--- src/rtl/fb_pkg.sv ---
// Shared framebuffer arbiter definitions: default widths, screen size, read tags.
package fb_pkg;

  localparam int unsigned ADDR_W_DEF = 15;
  localparam int unsigned DATA_W_DEF = 3;
  localparam int unsigned FB_WIDTH   = 160;
  localparam int unsigned FB_HEIGHT  = 120;
  localparam int unsigned STALL_W    = 16;

  // Owner of a RAM read travelling down the response pipeline.
  typedef enum logic [1:0] {
    TAG_NONE = 2'd0,
    TAG_DISP = 2'd1,
    TAG_HOST = 2'd2
  } tag_e;

  // Last host port served; the other one wins the next tie.
  typedef enum logic {
    HOST_WR = 1'b0,
    HOST_RD = 1'b1
  } host_e;

endpackage

--- src/rtl/fb_rd_pipe.sv ---
// Read tag pipeline: follows each granted read through the RAM and routes the
// returned word to the display or host response register.
module fb_rd_pipe
  import fb_pkg::*;
#(
  parameter int unsigned DATA_W = DATA_W_DEF
) (
  input  logic              clk_i,
  input  logic              rst_i,
  input  tag_e              tag_i,
  input  logic [DATA_W-1:0] ram_rdata_i,
  output logic [DATA_W-1:0] disp_data_o,
  output logic              disp_valid_o,
  output logic [DATA_W-1:0] rd_data_o,
  output logic              rd_data_valid_o
);

  // Stage 1 lines up with the RAM command, stage 2 with the RAM read data.
  tag_e tag_s1_q, tag_s2_q;

  // Advance tags; reset drops every in-flight read.
  always_ff @(posedge clk_i or posedge rst_i) begin
    if (rst_i) begin
      tag_s1_q <= TAG_NONE;
      tag_s2_q <= TAG_NONE;
    end else begin
      tag_s1_q <= tag_i;
      tag_s2_q <= tag_s1_q;
    end
  end

  // Register RAM data toward its owner; data holds when no read completes.
  always_ff @(posedge clk_i or posedge rst_i) begin
    if (rst_i) begin
      disp_data_o     <= '0;
      disp_valid_o    <= 1'b0;
      rd_data_o       <= '0;
      rd_data_valid_o <= 1'b0;
    end else begin
      disp_valid_o    <= (tag_s2_q == TAG_DISP);
      rd_data_valid_o <= (tag_s2_q == TAG_HOST);
      if (tag_s2_q == TAG_DISP) disp_data_o <= ram_rdata_i;
      if (tag_s2_q == TAG_HOST) rd_data_o   <= ram_rdata_i;
    end
  end

endmodule

--- src/rtl/fb_arbiter.sv ---
// Single-port framebuffer RAM arbiter: display scanout has absolute priority,
// host read/write share the leftover cycles round-robin.
module fb_arbiter
  import fb_pkg::*;
#(
  parameter int unsigned ADDR_W = ADDR_W_DEF,
  parameter int unsigned DATA_W = DATA_W_DEF
) (
  input  logic               clk_i,
  input  logic               rst_i,
  input  logic               disp_req_i,
  input  logic [ADDR_W-1:0]  disp_addr_i,
  output logic [DATA_W-1:0]  disp_data_o,
  output logic               disp_valid_o,
  input  logic               wr_valid_i,
  input  logic [ADDR_W-1:0]  wr_addr_i,
  input  logic [DATA_W-1:0]  wr_data_i,
  output logic               wr_ready_o,
  input  logic               rd_valid_i,
  input  logic [ADDR_W-1:0]  rd_addr_i,
  output logic               rd_ready_o,
  output logic [DATA_W-1:0]  rd_data_o,
  output logic               rd_data_valid_o,
  output logic               ram_en_o,
  output logic               ram_we_o,
  output logic [ADDR_W-1:0]  ram_addr_o,
  output logic [DATA_W-1:0]  ram_wdata_o,
  input  logic [DATA_W-1:0]  ram_rdata_i,
  output logic [STALL_W-1:0] host_stall_cnt_o
);

  host_e last_host_q;
  tag_e  grant_tag;
  logic  stall_inc;

  // Grant decode: display first, then whichever host port was not served last.
  always_comb begin
    wr_ready_o = ~disp_req_i & wr_valid_i & (~rd_valid_i | (last_host_q == HOST_RD));
    rd_ready_o = ~disp_req_i & rd_valid_i & (~wr_valid_i | (last_host_q == HOST_WR));
    stall_inc  = (wr_valid_i & ~wr_ready_o) | (rd_valid_i & ~rd_ready_o);
    if (disp_req_i)      grant_tag = TAG_DISP;
    else if (rd_ready_o) grant_tag = TAG_HOST;
    else                 grant_tag = TAG_NONE;
  end

  // Register the granted RAM command; address/data hold when idle.
  always_ff @(posedge clk_i or posedge rst_i) begin
    if (rst_i) begin
      ram_en_o    <= 1'b0;
      ram_we_o    <= 1'b0;
      ram_addr_o  <= '0;
      ram_wdata_o <= '0;
    end else if (disp_req_i) begin
      ram_en_o   <= 1'b1;
      ram_we_o   <= 1'b0;
      ram_addr_o <= disp_addr_i;
    end else if (wr_ready_o) begin
      ram_en_o    <= 1'b1;
      ram_we_o    <= 1'b1;
      ram_addr_o  <= wr_addr_i;
      ram_wdata_o <= wr_data_i;
    end else if (rd_ready_o) begin
      ram_en_o   <= 1'b1;
      ram_we_o   <= 1'b0;
      ram_addr_o <= rd_addr_i;
    end else begin
      ram_en_o <= 1'b0;
      ram_we_o <= 1'b0;
    end
  end

  // Remember the last host port served; only real host grants move it.
  always_ff @(posedge clk_i or posedge rst_i) begin
    if (rst_i) begin
      last_host_q <= HOST_RD;
    end else if (wr_ready_o) begin
      last_host_q <= HOST_WR;
    end else if (rd_ready_o) begin
      last_host_q <= HOST_RD;
    end
  end

  // Saturating count of cycles a host request waited.
  always_ff @(posedge clk_i or posedge rst_i) begin
    if (rst_i) begin
      host_stall_cnt_o <= '0;
    end else if (stall_inc && (host_stall_cnt_o != {STALL_W{1'b1}})) begin
      host_stall_cnt_o <= host_stall_cnt_o + 1'b1;
    end
  end

  fb_rd_pipe #(
    .DATA_W(DATA_W)
  ) u_rd_pipe (
    .clk_i          (clk_i),
    .rst_i          (rst_i),
    .tag_i          (grant_tag),
    .ram_rdata_i    (ram_rdata_i),
    .disp_data_o    (disp_data_o),
    .disp_valid_o   (disp_valid_o),
    .rd_data_o      (rd_data_o),
    .rd_data_valid_o(rd_data_valid_o)
  );

endmodule

--- config.mk ---
export PLATFORM = sky130hd
export DESIGN_NAME = fb_arbiter
export DESIGN_NICKNAME = d
export VERILOG_FILES = /design/src/rtl/fb_pkg.sv /design/src/rtl/fb_rd_pipe.sv /design/src/rtl/fb_arbiter.sv
export SDC_FILE = /design/constraint.sdc
export NUM_CORES = 1
export LEC_CHECK = 0
export ABC_AREA = 1
export CORE_MARGIN = 2
export CORE_UTILIZATION = 25
export CTS_CLUSTER_DIAMETER = 100
export CTS_CLUSTER_SIZE = 24
export DETAILED_ROUTE_END_ITERATION = 8
export PLACE_DENSITY = 0.48
export SETUP_SLACK_MARGIN = 0.02
export SYNTH_ARGS = -nofsm -noshare
export SYNTH_HDL_FRONTEND = slang
export SYNTH_SLANG_ARGS = --single-unit
--- constraint.sdc ---
create_clock -name clk_i -period 1.9 [get_ports clk_i]
set_clock_uncertainty 0.05 [all_clocks]
set_input_delay 0.38 -clock clk_i [delete_from_list [all_inputs] [get_ports clk_i]]
set_output_delay 0.38 -clock clk_i [all_outputs]
set_load 0.02 [all_outputs]
## Word level (Yosys, flattened, before mapping)

Index checks and enable logic that the tools add are counted.

| word-level totals | value |
|---|---|
| input bits | 56 |
| output and inout port bits | 46 |
| logic and storage cells | 47 |
| flip-flop bits (word level) | 49 |

| cells by class | value |
|---|---|
| mux-type cells | 12 |
| equal/unequal tests | 3 |
| bitwise logic cells | 15 |
| reductions and logical operators | 4 |
| $add $sub $neg | 1 |

Operator list:

| operator | number |
|---|---|
| $mux W15 | 3 |
| $add A16 B1 Y16 const B | 1 |
| $ne A16 B16 Y1 const B | 1 |
| $mux W1 | 7 |
| $and A1 B1 Y1 | 6 |
| $not A1 Y1 | 6 |
| $mux W2 | 2 |
| $or A1 B1 Y1 | 3 |
| $reduce_bool A3 Y1 | 1 |
| $eq A2 B1 Y1 const B | 1 |
| $eq A2 B2 Y1 const B | 1 |
| $reduce_and A2 Y1 | 1 |
| $reduce_bool A2 Y1 | 1 |
| $logic_and A1 B1 Y1 | 1 |

## Logic depth before layout (Yosys ltp)

| depth | value |
|---|---|
| depth in word-level cells | 7 |
| mapped depth | 10 |
| gate-level depth less buffers | 10 |

## Hierarchy

From an unflattened synthesis, not the netlist that was laid out.

| unflattened totals | value |
|---|---|
| cells, all modules | 353 |
| area total of the unflattened synthesis | 2556.2 sq um |

By module, submodules not included:

| module | cells each | times used | area an instance (sq um) | seq. area each (sq um) |
|---|---|---|---|---|
| fb_arbiter | 316 | 1 | 2154.6 | 927.1 |
| fb_rd_pipe | 37 | 1 | 401.6 | 300.3 |

## Least setup slack after synthesis

No wires, ideal clock.

| path | value |
|---|---|
| path kind | register to register |
| start | register host_stall_cnt_o[0] |
| end | register host_stall_cnt_o[3] |
| period minus slack after synthesis | 1.607 ns |
| buffers on the path | 1 |
| required time | 1.785 ns |
| slack | 0.293 ns |
| cell stages (with the launch flop) | 11 |
| arrival time | 1.492 ns |
| library setup time | 0.065 ns |
| path through | dfrtp_1 > ha_1 > nand3_2 > inv_2 > nand2_2 > inv_2 > nand2_4 > nand2_4 > buf_6 > nand2_1 > nand2_1 |

| on the way | value |
|---|---|
| cells in the longest elaborated chain, start to end | 2 |
| elaborated cells between the ends (all ways) | 3 |
| those cells by class | add/sub: 1; eq/ne: 1; reduce/logical: 1 |

RTL lines:

| what | RTL line | source |
|---|---|---|
| from (decl) | fb_arbiter.sv:29 | `output logic [STALL_W-1:0] host_stall_cnt_o` |
| from (signal assigned) | fb_arbiter.sv:88 | `host_stall_cnt_o <= host_stall_cnt_o + 1'b1;` |
| branches (longest 2 deep; another with $add A16 B1 Y16) | - |  |

Several ways; the timed one is not identified.
A chain may end at the register's enable or synchronous reset.

## Final worst setup path

| path | value |
|---|---|
| start | register host_stall_cnt_o[11] |
| end | output port host_stall_cnt_o[11] |

No word-level cell between the ends.

==> run_results.csv <==
group,metric,value,unit
run_status,status,"complete, no violations",
clock_tree,ctsResizeCount,10,
clock_tree,hold_buffers,0,
global_routing,grt_max_degree,23,
logic_synthesis,netlist_area,2550,um2
final_layout,seqCellArea,1230,um2
setup_path,crit_arrival,1390,ps
final_layout,fin_cells,602,
setup_path,crit_type,"reg -> out",
setup_path,crit_chain,"clkdlybuf4s50_1",
floorplan,design.portCount,102,
logic_synthesis,yosysWarnings,0,
setup_path,critical_path.max_fanout,6,
global_routing,grt_usage,13.5,%
place,place_area,3840,um2
drt,totalWireLength,7120,um
power_and_ir_drop,ir_drop,0.342,mV
global_routing,grt_pass1_wl,12100,um
logic_synthesis,netlist.area_leader.share,47.1,%
place,dp.cells,594,
clock_tree,clock_path_buffers,2,
power_and_ir_drop,leakagePower,2.03,nW
logic_synthesis,postSynthAreaPerCell,7.26,um2
drt,via_count,2552,
clock_tree,cts_max_level,2,
floorplan,num_rows,36,
drt,ant_nets,0,
floorplan,dieArea,11000,um2
logic_synthesis,synth-seq-cells,49,
logic_synthesis,synthCells,351,
sta,tightest_slew,395,ps
sta,finalHoldViolCount,0,
setup_path,path_delay_family,"buffers and inverters",
setup_path,start_kind,"register",
clock_tree,post_cts_buffers,0,
setup_path,cp_data_required_time,1470,ps
logic_synthesis,yosysSeqAreaShare,48.1,%
final_layout,fin_area,3980,um2
min_path,min_path_type,"reg -> reg",
global_routing,grt_pass1_vias,2520,
drt,drc,0,
place,port_buffers,101,
final_layout,fill_cells,1074,
logic_synthesis,synthesis.nets,408,
setup_path,slowest_delay,640,ps
setup_path,cp_slowest_cell,"clkdlybuf4s50_1",
run,cap_violations,0,
clock_tree,cts_tree,"yes",
logic_synthesis,synth_top_area_cell,"dfrtp_1",
final_layout,num-nets-final,525,
final_layout,diodes,0,
global_routing,gr-total-overflow,0,
place,hpwl,5420,um
clock_tree,clkTransAtPathRegs,110,ps
floorplan,dieWidth,105,um
drt,drt_iter0_markers,36,
clock_tree,insertion_delay,310,ps
place,gp_congestion,0.778,
drt,wire_per_inst,11.8,um
setup_path,path_buf_inv,1,
sta,rsz0062_at_grt,"no",
sta,finalSetupViolCount,0,
power_and_ir_drop,p_per_area,769,nW/um2
final_layout,multiInputGateArea,1160,um2
final_layout,syn_to_final_growth,56.2,%
clock_tree,cts_root_buffer,"clkbuf_8",
sta,final.period_utilization,95.8,%
global_routing,antenna_found_initial,0,
setup_path,endpoint_kind,"output port",
drt,vias_per_cell,4.24,
sta,period_needed,1820,ps
sta,slew-limit-headroom,73.6,%
clock_tree,cts_buffers,5,
floorplan,die_y,105,um
floorplan,core_area,9820,um2
sta,setup_tns,0,ps
final_layout,layout-drive-gt1-share,9.38,%
floorplan,start_util,26.0,%
logic_synthesis,synth.area.top_cells,"dfrtp_1, nand2_1, nor2_1",
logic_synthesis,synth_cell_type_count,26,
sta,drv_slew,0,
clock_tree,clock_sinks,49,
sta,max_freq,550,MHz
drt,dr.pass1.iters,4,
sta,whs,314,ps
[sequential cells by signal, indices dropped and copies added, names as in the netlist, 2 cells and up]
| signal | flops |
|---|---|
| host_stall_cnt_o | 16 |
| ram_addr_o | 15 |
| ram_wdata_o | 3 |
| u_rd_pipe.disp_data_o | 3 |
| u_rd_pipe.rd_data_o | 3 |
| u_rd_pipe.tag_s1_q | 2 |
| u_rd_pipe.tag_s2_q | 2 |
[placed cells by master, fill, tap and decap left out, drive strengths merged]
master / count
nand2: 156
clkdlybuf4s50: 86
dfrtp: 48
nor2: 43
inv: 30
nand3: 26
o21ai: 20
buf: 18
dlymetal6s2s: 10
xnor2: 6
nand4: 5
clkbuf: 5
a21oi: 4
dlygate4sd2: 3
clkinv: 2
nor3: 1
and2: 1
nand3b: 1
ha: 1
bufinv: 1
dfstp: 1
clkdlybuf4s15: 1
[cell type report]
class	count	share of cell area, %
flip-flops and latches	49	30.8
repair buffers	118	30.0
multi-input cells	264	29.1
well taps	133	4.18
inverters	30	2.92
clock buffers	5	1.73
clock inverters	3	1.26
[cell families (layout without fill, tap and decap cells)]
kind of cell	count (synthesis)	after routing	share of synthesized area, %
DFF	49	49	48.1
adders and majority gates	1	1	0.491
xor gates and xnor gates	6	6	2.06
AOI/OAI and AO/OA	24	24	4.86
and+or+nand+nor	233	233	37.9
buffers and inverters	38	156	6.53
[cells in the mapped netlist]
cell type and number:
a21oi_1 4, and2_1 1, buf_2 2, buf_4 1, buf_6 2, clkbuf_1 3, clkinv_1 1, dfrtp_1 48
dfstp_2 1, ha_1 1, inv_1 25, inv_2 3, inv_4 1, nand2_1 150, nand2_2 3, nand2_4 3
nand3_1 25, nand3_2 1, nand3b_1 1, nand4_1 5, nor2_1 43, nor3_2 1, o21ai_0 15, o21ai_1 4
o21ai_2 1, xnor2_1 6
[stage by stage]
stage                     util [%]  setup slack [ps]  power (mW)
after floorplan                  -               293        1.79
after global placement        39.1              -329        2.31
after detailed placement      39.1              -362        2.32
after CTS                     40.3              18.0        3.13
after global routing          40.6              20.2        3.26
final                         40.6              80.3        3.06
[where the power goes]
group | switching [mW] | total (mW) | internal [mW]
Clock | 0.396 | 0.801 | 0.404
Sequential | 0.126 | 1.31 | 1.18
Combinational | 0.485 | 0.953 | 0.469
[per-layer routing]
metal | routed length, um | global-route usage (%) | vias to the layer above | part of all wire, %
li1 | - | - | 1321 | -
met1 | 3200 | 16.7 | 1138 | 45
met2 | 3130 | 21.6 | 86 | 44
met3 | 729 | 5.86 | 7 | 10
met4 | 65 | 3.14 | 0 | 0.91
met5 | 0 | 0 | - | 0
[final timing paths]
check / slack (ps) / to / depth (start not counted) / startpoint
worst max register to register: 240 / host_stall_cnt_o[2]$_DFFE_PP0P_ / 10 / host_stall_cnt_o[1]$_DFFE_PP0P_
min in group asynchronous: 320 / ram_addr_o[3]$_DFFE_PP0P_ / 2 / rst_i
worst max-delay path: 80 / host_stall_cnt_o[11] / 1 / host_stall_cnt_o[11]$_DFFE_PP0P_
worst min-delay path: 310 / u_rd_pipe.tag_s2_q[0]$_DFF_PP0_ / 0 / u_rd_pipe.tag_s1_q[0]$_DFF_PP0_
max in group asynchronous: 980 / last_host_q$_DFFE_PP1P_ / 3 / rst_i
worst min register to register: 310 / u_rd_pipe.tag_s2_q[0]$_DFF_PP0_ / 0 / u_rd_pipe.tag_s1_q[0]$_DFF_PP0_
Note: power is estimated with default switching activity, not from simulation.
